==> config.mk <==
export PLATFORM = sky130hd
export DESIGN_NAME = uart_tx_sched
export DESIGN_NICKNAME = d
export VERILOG_FILES = /design/src/rtl/uart_tx_sched.sv
export SDC_FILE = /design/constraint.sdc
export NUM_CORES = 1
export LEC_CHECK = 0
export ABC_AREA = 1
export BUFFER_PORTS_ARGS = -buffer_cell sky130_fd_sc_hd__buf_2
export CAP_MARGIN = 0
export CORE_UTILIZATION = 49
export CTS_CLUSTER_SIZE = 25
export DETAILED_ROUTE_END_ITERATION = 8
export PLACE_DENSITY = 0.84
export RECOVER_POWER = 25
export SKIP_LAST_GASP = 1
export SYNTH_ARGS = -nofsm -noshare
export SYNTH_HDL_FRONTEND = slang
export SYNTH_SLANG_ARGS = --single-unit
==> constraint.sdc <==
create_clock -name clk -period 1.58 [get_ports clk]
set_clock_uncertainty 0.05 [all_clocks]
set_input_delay 0.237 -clock clk [delete_from_list [all_inputs] [get_ports clk]]
set_output_delay 0.237 -clock clk [all_outputs]
set_load 0.005 [all_outputs]
==> src/rtl/uart_tx_sched.sv <==
// Byte scheduler in front of a PIC-style UART transmitter.
// Programs SPBRG/TXSTA, then round-robins two requesters into TXREG.
module uart_tx_sched #(
  parameter logic [7:0] SPBRG_INIT = 8'd25,
  parameter logic       BRGH_INIT  = 1'b1
) (
  input  logic       clk,
  input  logic       rst,
  input  logic       cfg_start,
  input  logic [7:0] cfg_spbrg,
  input  logic       cfg_brgh,
  input  logic       req0_valid,
  input  logic [7:0] req0_data,
  output logic       req0_ready,
  input  logic       req1_valid,
  input  logic [7:0] req1_data,
  output logic       req1_ready,
  input  logic       txif_in,
  input  logic       trmt_in,
  output logic [7:0] reg_data_out,
  output logic       spbrg_reg_wr_en,
  output logic       txsta_reg_wr_en,
  output logic       txreg_reg_wr_en,
  output logic       cfg_done,
  output logic       busy
);

  typedef enum logic [2:0] {
    CFG_BRG,
    CFG_TXSTA,
    IDLE,
    ISSUE,
    WAIT_LO,
    DRAIN
  } state_t;

  state_t     state;
  state_t     state_nxt;
  logic       cfg_pend;
  logic       last_grant;
  logic [7:0] hold;
  logic [7:0] cur_spbrg;
  logic       cur_brgh;
  logic       gnt0;
  logic       gnt1;
  logic       any_gnt;
  logic       drain_ok;

  assign drain_ok = txif_in & trmt_in;

  // last_grant=1 means req1 was served last, so req0 wins a tie
  always_comb begin
    gnt0 = 1'b0;
    gnt1 = 1'b0;
    if (rst && state == IDLE && !cfg_pend && txif_in) begin
      if (req0_valid && req1_valid) begin
        gnt0 = last_grant;
        gnt1 = ~last_grant;
      end else begin
        gnt0 = req0_valid;
        gnt1 = req1_valid;
      end
    end
  end

  assign any_gnt    = gnt0 | gnt1;
  assign req0_ready = gnt0;
  assign req1_ready = gnt1;

  always_ff @(posedge clk or negedge rst) begin
    if (!rst) state <= CFG_BRG;
    else      state <= state_nxt;
  end

  always_comb begin
    state_nxt = state;
    unique case (state)
      CFG_BRG:   state_nxt = CFG_TXSTA;
      CFG_TXSTA: state_nxt = IDLE;
      IDLE: begin
        if (cfg_pend)     state_nxt = DRAIN;
        else if (any_gnt) state_nxt = ISSUE;
      end
      ISSUE:     state_nxt = WAIT_LO;
      WAIT_LO:   if (!txif_in) state_nxt = IDLE;
      DRAIN:     if (drain_ok) state_nxt = CFG_BRG;
      default:   state_nxt = CFG_BRG;
    endcase
  end

  always_comb begin
    spbrg_reg_wr_en = 1'b0;
    txsta_reg_wr_en = 1'b0;
    txreg_reg_wr_en = 1'b0;
    reg_data_out    = 8'd0;
    if (rst) begin
      unique case (1'b1)
        state == CFG_BRG: begin
          spbrg_reg_wr_en = 1'b1;
          reg_data_out    = cur_spbrg;
        end
        state == CFG_TXSTA: begin
          txsta_reg_wr_en = 1'b1;
          reg_data_out    = {2'b00, 1'b1, 2'b00,
                             cur_brgh, 2'b00};
        end
        state == ISSUE: begin
          txreg_reg_wr_en = 1'b1;
          reg_data_out    = hold;
        end
        default: ;
      endcase
    end
  end

  always_ff @(posedge clk or negedge rst) begin
    if (!rst) begin
      cfg_pend   <= 1'b0;
      last_grant <= 1'b1;
      hold       <= 8'd0;
      cur_spbrg  <= SPBRG_INIT;
      cur_brgh   <= BRGH_INIT;
    end else begin
      if (cfg_start) begin
        cfg_pend  <= 1'b1;
        cur_spbrg <= cfg_spbrg;
        cur_brgh  <= cfg_brgh;
      end else if (state == DRAIN && drain_ok) begin
        cfg_pend <= 1'b0;
      end
      if (any_gnt) begin
        hold       <= gnt1 ? req1_data : req0_data;
        last_grant <= gnt1;
      end
    end
  end

  assign cfg_done = (state == IDLE || state == ISSUE ||
                     state == WAIT_LO) && !cfg_pend;
  assign busy     = (state != IDLE);

endmodule

==> results_dict.tcl <==
set metrics [dict create \
    drc_errors 0 \
    n_antenna_cell 0 \
    insertion_delay_ns 0.31 \
    relSlewSlack_pct 48.6 \
    rows 18 \
    required_ns 1.29 \
    syn_to_final_growth_pct 42.2 \
    tns_ns -2.20 \
    finalWirelength_um 3530 \
    fmax_mhz 544 \
    violations "setup timing" \
    critPathKind "flop to primary output" \
    synth_seq_area_share_pct 42.3 \
    dr.max_layer_used "met4" \
    critPathCaptureType "primary output" \
    dr_wl_met3_um 214 \
    yosysWarnings 0 \
    synth_area_sq_um 1320 \
    fin_ws_ns -0.259 \
    cts_tree "built" \
    drtIter0Drc 37 \
    fp.dieW_um 53.8 \
    fin_area_sq_um 1870 \
    status "complete, but fails checks" \
    antenna_found_initial 0 \
    hold_viol_final 0 \
    syn-num-nets 217 \
    hpwl_um 2270 \
    grt_max_degree 18 \
    grt_first_pass_wirelength_um 5140 \
    first_global_vias 1325 \
    numCtsBuffers 3 \
    wl_per_cell_um 12.5 \
    vias 1429 \
    io-pin-count 47 \
    rsz0062_at_grt "yes" \
    drt-met1-wl_um 1520 \
    drive_gt1_share_pct 42.1 \
    power.density_nw_per_um2 1080 \
    dr_wl_met2_um 1730 \
    nNetsFinal 285 \
    synth_cell_types 25 \
    setup_viol 15 \
    dieArea_sq_um 2900 \
    ant_nets 0 \
    fin_crit_sh_pct 116 \
    path_cells "nor2_2 -> nand2_4 -> inv_6 -> nand2_1 -> a21oi_1 -> buf_2" \
    grt_usage_pct 25.1 \
    crit_fanout 7 \
    clockBufferDepth 2 \
    grt_overflow 0 \
    start_util_pct 52.7 \
    clk_pin_slew_ns 0.13 \
    dieHeight_um 53.8 \
    arrival_ns 1.55 \
    fin_util_pct 74.9 \
    synth-seq-cells 22 \
    finalMaxSlewViolations 0 \
    core-area_sq_um 2500 \
    max_slew.worst_pin.slew_ns 0.768 \
    first_pass_iters 5 \
    max_stage_delay_ns 0.44 \
    placed_area_sq_um 1600 \
    synth.avg_cell_area_sq_um 7.11 \
    maxCapViolations 0 \
    clock-sinks 22 \
    htree_num_levels 1 \
    leakage_nw 1.06 \
    vias_per_cell 5.07 \
    startpoint_type "flop" \
    critPathSlowestCell "dfrtp_1" \
    syn_inst 185 \
    whs_ns 0.0587 \
    irDropWorstVdd_mv 0.949 \
    fin_crit_ns 1.84 \
    io_buffer_count 46 \
    ctsRootBufferMaster "clkbuf_4" \
    place_congestion 0.830 \
    hp-class "input port to flop" \
]
[synth_stat cells]
| master | number | area share (%) |
|---|---|---|
| a31oi_1 | 2 | 0.95 |
| dfrtp_1 | 17 | 32 |
| inv_2 | 4 | 1.1 |
| nor2_8 | 1 | 1.5 |
| o21ai_2 | 1 | 0.67 |
| clkbuf_1 | 1 | 0.28 |
| nor2_1 | 7 | 2.0 |
| nand3_1 | 13 | 4.9 |
| nor3_1 | 1 | 0.38 |
| a21oi_4 | 2 | 2.5 |
| dfstp_2 | 5 | 10 |
| a21boi_0 | 1 | 0.57 |
| nand2_4 | 1 | 0.86 |
| nor2_4 | 1 | 0.86 |
| inv_1 | 24 | 6.8 |
| o21ai_1 | 2 | 0.76 |
| nor4_1 | 1 | 0.48 |
| nor2_2 | 1 | 0.48 |
| nand4_1 | 8 | 3.8 |
| o21ai_0 | 2 | 0.76 |
| nand3_4 | 1 | 1.3 |
| nand2_1 | 78 | 22 |
| a21oi_1 | 7 | 2.7 |
| clkinv_1 | 2 | 0.57 |
| o211ai_1 | 2 | 1.1 |
[where the power goes]
part / internal [mW] / total (mW) / switching, mW
Sequential: 0.649 / 0.719 / 0.0699
Clock: 0.141 / 0.316 / 0.175
Combinational: 0.424 / 0.988 / 0.565
Total: 1.21 / 2.02 / 0.810
[cell type report]
cell class / instances / area, sq um
Multi-Input combinational cell: 132 / 737
Clock buffer: 4 / 36.3
Sequential cell: 22 / 558
Timing Repair Buffer: 64 / 385
Fill cell: 205 / 628
Inverter: 30 / 118
Tap cell: 30 / 37.5
[routing by layer]
metal / vias to the layer above / track usage [%]
met3: 8 / 3.39
met2: 57 / 42.8
li1: 721 / -
met5: - / 0
met4: 0 / 14.0
met1: 643 / 30.1
[state kept, by name, indices dropped and copies added, names as in the netlist]
signal / count
last_grant: 1
state: 3
hold: 8
cur_spbrg: 8
cur_brgh: 1
cfg_pend: 1
[metrics by stage]
step	setup WS, ns	cells	power (mW)
after floorplan	0.256	185	1.13
after global placement	0.0919	263	1.36
after detailed placement	0.0433	263	1.37
after CTS	-0.191	280	1.86
after global routing	-0.290	282	2.13
final	-0.259	282	2.02
[critical path, delay by kind of cell, from the launching register on]
kind                   cells  cell delay [ns]
DFF                        1             0.44
and+or+nand+nor            3             0.39
buffers and inverters      2             0.24
AOI/OAI and AO/OA          1             0.16
[cell families (layout without fill, tap and decap cells)]
family                 count (synthesis)  count (layout)  share of synthesized area [%]
AOI/OAI and AO/OA                     19              19                           9.98
buffers and inverters                 31              98                           8.84
DFF                                   22              22                           42.3
and+or+nand+nor                      113             113                           38.9
[cells in the final DEF (no fill, tap or decap), types with 3 or more instances in the layout]
| cell | n |
|---|---|
| a21oi_1 | 3 |
| a21oi_2 | 4 |
| buf_2 | 45 |
| buf_4 | 14 |
| clkbuf_4 | 3 |
| dfrtp_1 | 16 |
| dfstp_2 | 5 |
| inv_1 | 22 |
| inv_2 | 5 |
| nand2_1 | 72 |
| nand2_2 | 4 |
| nand2_4 | 3 |
| nand3_1 | 8 |
| nand3_2 | 5 |
| nand4_1 | 8 |
| nor2_2 | 5 |
[path summary, 6_finish.rpt]
check | end | slack, ns | cells past startpoint | startpoint
worst max-delay path | reg_data_out[4] | -0.26 | 6 | state[0]
worst min-delay path | cur_spbrg[3] | 0.06 | 3 | cfg_spbrg[3]
min in group asynchronous | state[2] | 0.63 | 3 | rst
worst min register to register | cur_brgh | 0.43 | 2 | cur_brgh
worst max register to register | hold[5] | 0.03 | 9 | state[1]
max in group asynchronous | state[1] | 0.31 | 3 | rst
[repair_timing]
item / CTS / global route
pin swaps: 6 / 14
hold buffers: 2 / 0
setup endpoints to repair: 12 / 22
gates resized for setup: 13 / 18
buffers inserted: 12 / 2
hold endpoints to repair: 17 / 0
Power figures use the tool's default switching activity.
